`src/rtl/muldiv_pkg.sv`:
```
// muldiv_pkg: op encodings, FSM states and sizing helpers shared by the multiply/divide unit
package muldiv_pkg;
    localparam logic [1:0] OP_MULT  = 2'b00;
    localparam logic [1:0] OP_MULTU = 2'b01;
    localparam logic [1:0] OP_DIV   = 2'b10;
    localparam logic [1:0] OP_DIVU  = 2'b11;
    localparam int DEF_WIDTH = 32;
    localparam int CNT_W = $clog2(DEF_WIDTH + 1);
    typedef enum logic [1:0] {IDLE, RUN, FIX, DONE} state_t;
    function automatic int cnt_width(input int w);
        return $clog2(w + 1);
    endfunction
endpackage

```
`src/rtl/muldiv_core.sv`:
```
// muldiv_core: one-bit-per-cycle shift-add multiply / restoring divide datapath on unsigned magnitudes
module muldiv_core
    import muldiv_pkg::*;
#(
    parameter int WIDTH = DEF_WIDTH
) (
    input  logic                 clk,
    input  logic                 reset,
    input  logic                 i_load,
    input  logic                 i_step,
    input  logic                 i_div,
    input  logic [WIDTH-1:0]     i_a,
    input  logic [WIDTH-1:0]     i_b,
    output logic                 o_last,
    output logic [2*WIDTH-1:0]   o_acc,
    output logic [WIDTH-1:0]     o_rem
);
    localparam int CW = cnt_width(WIDTH);
    logic [2*WIDTH-1:0] r_acc;
    logic [WIDTH-1:0]   r_rem;
    logic [WIDTH-1:0]   r_m;
    logic [CW-1:0]      r_cnt;
    logic [WIDTH:0]     w_sum;
    logic [WIDTH:0]     w_shift;
    logic [WIDTH:0]     w_diff;
    logic [2*WIDTH-1:0] w_next;
    // Divide keeps the quotient in the low half of r_acc; the top bit of w_diff is the borrow.
    assign w_sum   = {1'b0, r_acc[2*WIDTH-1:WIDTH]} + (r_acc[0] ? {1'b0, r_m} : '0);
    assign w_shift = {r_rem, r_acc[WIDTH-1]};
    assign w_diff  = w_shift - {1'b0, r_m};
    assign w_next  = i_div ? {{WIDTH{1'b0}}, r_acc[WIDTH-2:0], ~w_diff[WIDTH]}
                           : {w_sum, r_acc[WIDTH-1:1]};
    always_ff @(posedge clk) begin
        if (reset) begin
            r_acc <= '0;
            r_rem <= '0;
            r_m   <= '0;
            r_cnt <= '0;
        end else if (i_load) begin
            r_acc <= {{WIDTH{1'b0}}, i_a};
            r_m   <= i_b;
            r_rem <= '0;
            r_cnt <= '0;
        end else if (i_step) begin
            r_acc <= w_next;
            r_rem <= i_div ? (w_diff[WIDTH] ? w_shift[WIDTH-1:0] : w_diff[WIDTH-1:0]) : r_rem;
            r_cnt <= r_cnt + 1'b1;
        end
    end
    assign o_last = r_cnt == CW'(WIDTH - 1);
    assign o_acc  = r_acc;
    assign o_rem  = r_rem;
endmodule

```
`src/rtl/muldiv_unit.sv`:
```
// muldiv_unit: iterative signed/unsigned multiply/divide with HI/LO registers and MTHI/MTLO writes
module muldiv_unit
    import muldiv_pkg::*;
#(
    parameter int WIDTH = DEF_WIDTH
) (
    input  logic             clk,
    input  logic             reset,
    input  logic             start,
    input  logic [1:0]       op,
    input  logic [WIDTH-1:0] a,
    input  logic [WIDTH-1:0] b,
    input  logic             hi_wr,
    input  logic             lo_wr,
    input  logic [WIDTH-1:0] wr_data,
    output logic             busy,
    output logic             done,
    output logic             div_by_zero,
    output logic [WIDTH-1:0] hi_out,
    output logic [WIDTH-1:0] lo_out
);
    state_t             r_state;
    state_t             w_next;
    logic [1:0]         r_op;
    logic               r_neg;
    logic               r_neg_a;
    logic               r_bz;
    logic               r_dbz;
    logic [WIDTH-1:0]   r_a;
    logic [WIDTH-1:0]   r_hi;
    logic [WIDTH-1:0]   r_lo;
    logic               w_accept;
    logic               w_signed;
    logic               w_div;
    logic               w_last;
    logic [WIDTH-1:0]   w_amag;
    logic [WIDTH-1:0]   w_bmag;
    logic [WIDTH-1:0]   w_rem;
    logic [WIDTH-1:0]   w_q;
    logic [WIDTH-1:0]   w_r;
    logic [WIDTH-1:0]   w_hi_res;
    logic [WIDTH-1:0]   w_lo_res;
    logic [2*WIDTH-1:0] w_acc;
    logic [2*WIDTH-1:0] w_prod;
    assign w_accept = start && r_state == IDLE;
    assign w_signed = op == OP_MULT || op == OP_DIV;
    assign w_amag   = (w_signed && a[WIDTH-1]) ? -a : a;
    assign w_bmag   = (w_signed && b[WIDTH-1]) ? -b : b;
    assign w_div    = r_op == OP_DIV || r_op == OP_DIVU;
    muldiv_core #(.WIDTH(WIDTH)) u_core (
        .clk    (clk),
        .reset  (reset),
        .i_load (w_accept),
        .i_step (r_state == RUN),
        .i_div  (w_div),
        .i_a    (w_amag),
        .i_b    (w_bmag),
        .o_last (w_last),
        .o_acc  (w_acc),
        .o_rem  (w_rem)
    );
    always_ff @(posedge clk) r_state <= reset ? IDLE : w_next;
    always_comb begin
        w_next = r_state == IDLE ? (start ? RUN : IDLE)
               : r_state == RUN  ? (w_last ? FIX : RUN)
               : r_state == FIX  ? DONE : IDLE;
    end
    always_comb begin
        busy = r_state != IDLE;
        done = r_state == DONE;
    end
    // Magnitude results are sign-corrected here; a zero divisor overrides them entirely.
    assign w_prod   = r_neg ? -w_acc : w_acc;
    assign w_q      = r_neg ? -w_acc[WIDTH-1:0] : w_acc[WIDTH-1:0];
    assign w_r      = r_neg_a ? -w_rem : w_rem;
    assign w_hi_res = !w_div ? w_prod[2*WIDTH-1:WIDTH] : r_bz ? r_a : w_r;
    assign w_lo_res = !w_div ? w_prod[WIDTH-1:0] : r_bz ? '1 : w_q;
    always_ff @(posedge clk) begin
        if (reset) begin
            r_op    <= OP_MULT;
            r_neg   <= 1'b0;
            r_neg_a <= 1'b0;
            r_bz    <= 1'b0;
            r_dbz   <= 1'b0;
            r_a     <= '0;
            r_hi    <= '0;
            r_lo    <= '0;
        end else begin
            if (w_accept) begin
                r_op    <= op;
                r_neg   <= w_signed && (a[WIDTH-1] ^ b[WIDTH-1]);
                r_neg_a <= w_signed && a[WIDTH-1];
                r_bz    <= (op == OP_DIV || op == OP_DIVU) && b == '0;
                r_a     <= a;
                r_dbz   <= 1'b0;
            end
            if (r_state == FIX) begin
                r_hi  <= w_hi_res;
                r_lo  <= w_lo_res;
                r_dbz <= r_bz;
            end else begin
                if (hi_wr) r_hi <= wr_data;
                if (lo_wr) r_lo <= wr_data;
            end
        end
    end
    assign div_by_zero = r_dbz;
    assign hi_out      = r_hi;
    assign lo_out      = r_lo;
endmodule

```
`config.mk`:
```
export PLATFORM = sky130hd
export DESIGN_NAME = muldiv_unit
export DESIGN_NICKNAME = d
export VERILOG_FILES = /design/src/rtl/muldiv_pkg.sv /design/src/rtl/muldiv_core.sv /design/src/rtl/muldiv_unit.sv
export SDC_FILE = /design/constraint.sdc
export NUM_CORES = 1
export LEC_CHECK = 0
export CORE_ASPECT_RATIO = 0.6
export CORE_MARGIN = 1.5
export CORE_UTILIZATION = 53
export CTS_BUF_LIST = sky130_fd_sc_hd__clkbuf_16
export CTS_CLUSTER_DIAMETER = 200
export DETAILED_ROUTE_END_ITERATION = 7
export PLACE_DENSITY = 0.9
export SLEW_MARGIN = 20
export SYNTH_ARGS = -nofsm -noshare
export SYNTH_HDL_FRONTEND = slang
export SYNTH_SLANG_ARGS = --single-unit
```
`constraint.sdc`:
```
create_clock -name clk -period 3.1 [get_ports clk]
set_clock_uncertainty 0.15 [all_clocks]
set_input_delay 0.62 -clock clk [delete_from_list [all_inputs] [get_ports clk]]
set_output_delay 0.62 -clock clk [all_outputs]
set_load 0.01 [all_outputs]
```
* Word level (Yosys, flattened, before mapping)
Index checks and enable logic that the tools add are counted.
** Word-level totals
- Bits of input ports :: 103
- RAM bits :: 0
- Memory bits (read-only) :: 0
- Memories kept :: 0
- Word-level logic and storage cells :: 75
- Bits in registers :: 238
- Latch bits :: 0
- Output and inout bits :: 67
** Cells by class
- Divide/modulo/power cells :: 0
- Muxes and demuxes :: 25
- Equal/unequal tests :: 8
- $mul :: 0
- Shift-type cells :: 0
- Add/sub/neg operators :: 8
- Bitwise gates (word level) :: 2
- Reduce and logical (&&, ||, !) cells :: 18
- $lt $le $gt $ge :: 0
** Operator list (number)
- two-way mux 32 bit :: 16
- two-way mux 64 bit :: 2
- negation 32 bit :: 4
- negation 64 bit :: 1
- adder 32 x 32 -> 33 bit :: 1
- subtractor 33 x 32 -> 33 bit :: 1
- zero test 32 bit :: 1
- == test 2 bit, second input constant :: 6
- nonzero test 2 bit :: 5
- two-way mux 2 bit :: 4
- adder 6 x 1 -> 6 bit, second input constant :: 1
- == test 6 x 5 -> 1 bit, second input constant :: 1
- logical AND 1 bit :: 5
- zero test 2 bit :: 2
- logical OR 1 bit :: 3
- two-way mux 1 bit :: 3
- == test 2 x 1 -> 1 bit, second input constant :: 1
- AND reduction 2 bit :: 1
- OR reduction 2 bit :: 1
- inverter 1 bit :: 1
- bitwise XOR 1 bit :: 1

* Longest topological paths before layout
- Depth after elaboration :: 5
- Gate-level depth with buffers :: 15
- Depth with buffers taken out :: 14

* Cells and area by module
Synthesis repeated with hierarchy kept, for this count alone.
** Unflattened totals
- Cells, all modules :: 2211
- Area total of the unflattened synthesis :: 17430.5 um^2
** By module, submodules not included
- muldiv_core :: seq. area each 2682.6 um^2, area an instance 9135.0 um^2, cells an instance 1133, instances 1
- muldiv_unit :: seq. area each 2062.0 um^2, area an instance 8295.5 um^2, cells an instance 1078, instances 1

* Worst setup path after synthesis
OpenSTA, ideal clock, no wires.
- Path kind :: reg2reg
- From :: register u_core.r_acc[31], in the netlist u_core.o_acc[31]
- To :: register u_core.r_rem[10], in the netlist u_core.o_rem[10]
- Clock period less this slack :: 3403 ps
- Data required time :: 2818 ps
- Cell stages (with the launch flop) :: 16
- Data arrival time :: 3121 ps
- Buffers on the path :: 1
- Setup time :: 132 ps
- Path slack :: -303 ps
- Cells stage by stage :: dfxtp_1 -> inv_1 -> ha_1 -> inv_1 -> fa_1 -> a211oi_1 -> o211ai_1 -> and3_1 -> a22o_1 -> a31o_2 -> a21o_1 -> xnor2_1 -> clkbuf_1 -> nor2_1 -> a211oi_1 -> nor3_1
** On the way
- Word-level cells in the longest chain between the ends :: 2
** Ends and longest elaborated chain
- from (decl) :: RTL line muldiv_core.sv:19 : logic [2*WIDTH-1:0] r_acc;
- from (signal assigned) :: RTL line muldiv_core.sv:40 : r_acc <= {{WIDTH{1'b0}}, i_a};
- from (signal assigned) :: RTL line muldiv_core.sv:45 : r_acc <= w_next;
- subtractor 33 x 32 -> 33 bit :: RTL line muldiv_core.sv:30 : assign w_diff = w_shift - {1'b0, r_m};
- two-way mux 32 bit :: RTL line muldiv_core.sv:46 : r_rem <= i_div ? (w_diff[WIDTH] ? w_shift[WIDTH-1:0] : w_diff[WIDTH-1:0]) : r_rem;
- to (signal assigned) :: RTL line muldiv_core.sv:46
- to (decl) :: RTL line muldiv_core.sv:20 : logic [WIDTH-1:0] r_rem;
Every way passes these cells.
A chain may end at the register's enable or synchronous reset.

* Worst setup path after layout
- From :: register u_core.r_acc[24], in the netlist u_core.o_acc[24]
- To :: register r_hi[13], in the netlist hi_out[13]
** On the way
- Word-level cells in the longest chain between the ends :: 4
** Ends and longest elaborated chain
- negation 64 bit :: RTL line muldiv_unit.sv:73 : assign w_prod = r_neg ? -w_acc : w_acc;
- two-way mux 64 bit :: RTL line muldiv_unit.sv:73
- two-way mux 32 bit :: RTL line muldiv_unit.sv:76 : assign w_hi_res = !w_div ? w_prod[2*WIDTH-1:WIDTH] : r_bz ? r_a : w_r;
- two-way mux 32 bit :: RTL line muldiv_unit.sv:97 : if (r_state == FIX) begin
- to (signal assigned) :: RTL line muldiv_unit.sv:98 : r_hi <= w_hi_res;
- to (signal assigned) :: RTL line muldiv_unit.sv:102 : if (hi_wr) r_hi <= wr_data;
- to (decl) :: RTL line muldiv_unit.sv:30 : logic [WIDTH-1:0] r_hi;
Every way passes these cells.

==> results by group <==
Outcome
  • Status: finished, violations left
  • Failing checks: DRC, setup timing

Setup path
  • CP dominant cell by count: buf_6
  • Critical Path Max Stage Delay: 0.54 ns
  • Crit-path cells: or4_4 -> or3_4 -> nor3_4 -> buf_6 -> buf_6 -> buf_6 -> nand4_1 -> buf_4 -> o41ai_4 -> xor2_2 -> a211oi_1
  • WS Path Type: reg -> reg
  • Worst Path Max Fanout: 4
  • Critical path's top delay family: simple AND/OR/NAND/NOR gates
  • Critical path's slowest cell: o41ai_4
  • Worst endpoint required time: 3.33 ns
  • Buf/Inv on CP: 4
  • Crit start category: register
  • CP arrival: 3.70 ns
  • Critical Path Sink Type: register

Routing
  • Met3 WL: 11400 um
  • Metal2 WL: 29400 um
  • Drc violations: 10
  • Wire length per cell: 24.46 um
  • Via count: 20180
  • Drt total wl: 73170 um
  • Iteration count of the initial detailed-routing pass: 8
  • Vias per cell: 6.744
  • M1 wire length: 28050 um
  • Initial DRC Count: 3360
  • DRT antenna net count: 0
  • DR top layer: met4

Global routing
  • First-pass GRT wire length: 102700 um
  • Pin count of the biggest net entering global routing: 168
  • All-Layer GR Usage: 39.99%
  • Number of global-route vias before repair: 18120
  • Initial antenna violation count: 1
  • GR Overflow Total: 0

Clocking
  • CTS tree: built
  • H-tree Lvls: 1
  • Num CTS Buffers: 25
  • Clk_lat worst skew: 0.56 ns
  • Clock-pin slew on the worst setup and hold paths: 0.07 ns
  • Clock Tree Root: clkbuf_16
  • Clock sink total: 237
  • Clock Path Buffers: 3

STA
  • Hold slack: 0.3127 ns
  • Worst slew margin relative to its limit: 24.13%
  • Final setup fails: 66
  • Slew Limit Fails: 0
  • Final Hold Fails: 0
  • Post-route worst setup slack: -0.3747 ns
  • Min Tclk post-route: 3.475 ns
  • FMAX: 0.2878 GHz
  • RSZ-0062 raised after global routing: true
  • Slew at the pin closest to its max-slew limit: 1.136 ns
  • Final Cycle Share: 112.1%

Yosys
  • Syn avg cell area: 7.802 um2
  • Predominant post-synthesis flop cell: dfxtp_1
  • Syn nets: 2337
  • Synth Cell Area: 16870 um2
  • EDFF count, synth: 0
  • Warnings, synthesis: 0
  • Async SR Flop Fraction: 0%
  • Seq cells post-synth: 237
  • Mapped Cells: 2163
  • Sequential fraction of the synthesis area: 28.12%
  • Count of cell types in the netlist: 78

Place
  • RD Place Congestion: 1.015
  • Placed Instances: 2896
  • Post-DP HPWL: 49050 um
  • Count of input and output buffers: 169

Hold path
  • Hold Path Class: reg -> reg

Floorplanning
  • Core area: 31280 um2
  • Initial Util: 53.95%
  • Full die area: 32950 um2
  • I/O Pins: 170
  • Die span in y: 141.2 um
  • Die Wd: 233.4 um
  • Row cnt: 50

Pwr
  • P_leak: 0.009609 uW
  • Switching share of power: 34.03%
  • Clock share of power: 32.7%
  • P_int: 6161 uW
  • NetSw: 3177 uW
  • Worst VDD drop: 0.0003810 V
  • Flop pwr share: 36.3%
  • Power density over cell area: 394.7 nW/um2
  • Logic gate share of total power: 31.0%

Run
  • Total of max-cap violations: 0

Layout
  • Final nets: 2732
  • Final Util: 75.64%
  • Non-filler cells, final: 2992
  • Layout area overhead: 40.21%
  • Share of layout cells above drive strength 1: 24.40%
==> placed cells by master (no fill, tap or decap), types with 20 or more instances in the layout <==
cell             Yosys  final
mux2i_1            119    116
a211oi_2             0     28
or3_1               28     26
buf_4                2    308
nor2_1             229    202
o31ai_1             37     27
clkdlybuf4s50_1      0    163
o21ai_0            133    107
clkbuf_16            0     27
a21oi_2              0     28
a21oi_1            181    150
buf_6                1     27
o21ai_1              4     20
nand2_1            213    201
inv_1               58     57
ha_1                69     58
dfxtp_1            237    226
nor3_1              40     31
xnor2_1             89     81
a221oi_1            33     33
a21o_1              43     41
a211oi_1           119     91
xor2_1             111    110
==> state kept, by name, indices dropped and copies added, names as in the netlist <==
register / cells
r_a: 32
u_core.o_acc: 64
r_op: 1
div_by_zero: 1
hi_out: 32
u_core.o_rem: 32
r_neg: 1
u_core.r_m: 32
r_neg_a: 1
r_state: 2
r_bz: 1
lo_out: 32
u_core.r_cnt: 6
==> per-layer routing <==
layer / up-vias / global-route usage (%)
met5: - / 0
met4: 0 / 15.04
met3: 444 / 11.45
met2: 1796 / 57.58
met1: 9282 / 56.15
li1: 8656 / -
==> cells in the mapped netlist, drive strengths merged, types with 33 or more instances <==
cell,count,area [um2]
a211oi,119,893.4
a21o,43,322.8
a21oi,181,905.9
a221oi,33,289.0
clkbuf,126,474.2
dfxtp,237,4745
ha,69,863.3
inv,58,217.7
mux2i,119,1191
nand2,213,799.5
nor2,229,859.6
nor3,42,232.7
o21ai,137,685.7
o31ai,39,311.5
xnor2,89,779.5
xor2,111,972.2
==> worst reg2reg max path, stage by stage (launching register included) <==
cell and delay, ns:
dfxtp_2 0.32, or4_4 0.53, or3_4 0.37, nor3_4 0.14, buf_6 0.15, buf_6 0.11
buf_6 0.12, nand4_1 0.16, buf_4 0.21, o41ai_4 0.54, xor2_2 0.36, a211oi_1 0.14
==> area by class of cell <==
class	instances	area, um2
inverters	59	234.0
well taps	416	520.5
diodes	2	5.005
multi-input cells	1714	12680
fillers	1941	7620
repair buffers	521	4672
flip-flops and latches	237	4768
clock buffers	26	650.6
clock inverters	17	130.1
==> cell families (layout without fill, tap and decap cells) <==
family	count (synthesis)	in the layout	synth area share (%)
fa+ha+maj	71	71	5.353
buf+inv	212	623	4.864
simple gates	646	646	17.68
other cells	0	2	0
xor+xnor	200	200	10.38
flops	237	237	28.12
mux	120	120	7.125
compound gates	677	677	26.49
==> metrics by stage <==
| step | worst slack [ns] | TNS (ns) | area (um2) | power [uW] |
|---|---|---|---|---|
| 2_1_floorplan | -0.1963 | -1.706 | 17030 | 4709 |
| 3_3_place_gp | -0.8068 | -21.09 | 20930 | 5701 |
| 3_5_place_dp | -0.8270 | -25.82 | 20930 | 5773 |
| 4_1_cts | -0.2419 | -7.596 | 22720 | 8955 |
| 5_1_grt | -0.3840 | -16.48 | 23660 | 9547 |
| 6_report | -0.3747 | -11.60 | 23660 | 9338 |
==> path summary, 6_finish.rpt <==
check,from,end,slack (ns),cells past startpoint
min,r_a[24]$_SDFFE_PP0P_,r_a[24]$_SDFFE_PP0P_,0.31,2
max reg2reg,u_core.o_acc[24]$_SDFFE_PP0P_,hi_out[13]$_SDFFE_PP0P_,-0.37,11
min reg2reg,r_a[24]$_SDFFE_PP0P_,r_a[24]$_SDFFE_PP0P_,0.31,2
max,u_core.o_acc[24]$_SDFFE_PP0P_,hi_out[13]$_SDFFE_PP0P_,-0.37,11
==> power by group through the flow <==
stage,logic [uW],clock network (uW),registers (uW)
CTS,2580,3010,3360
global route,3010,3140,3390
global placement,2290,0,3410
finish,2900,3060,3390
detailed placement,2350,0,3430
floorplan,1300,0,3410
==> repair_timing <==
action                                  in CTS  in global routing
endpoints found under the setup margin      79                 81
hold buffers                                 0                  0
gates resized for setup                    155                164
endpoints found under the hold margin        0                  0
setup buffers                               20                 30
pin swaps                                  100                100
gates cloned                                 7                  1
Power figures use the tool's default switching activity.
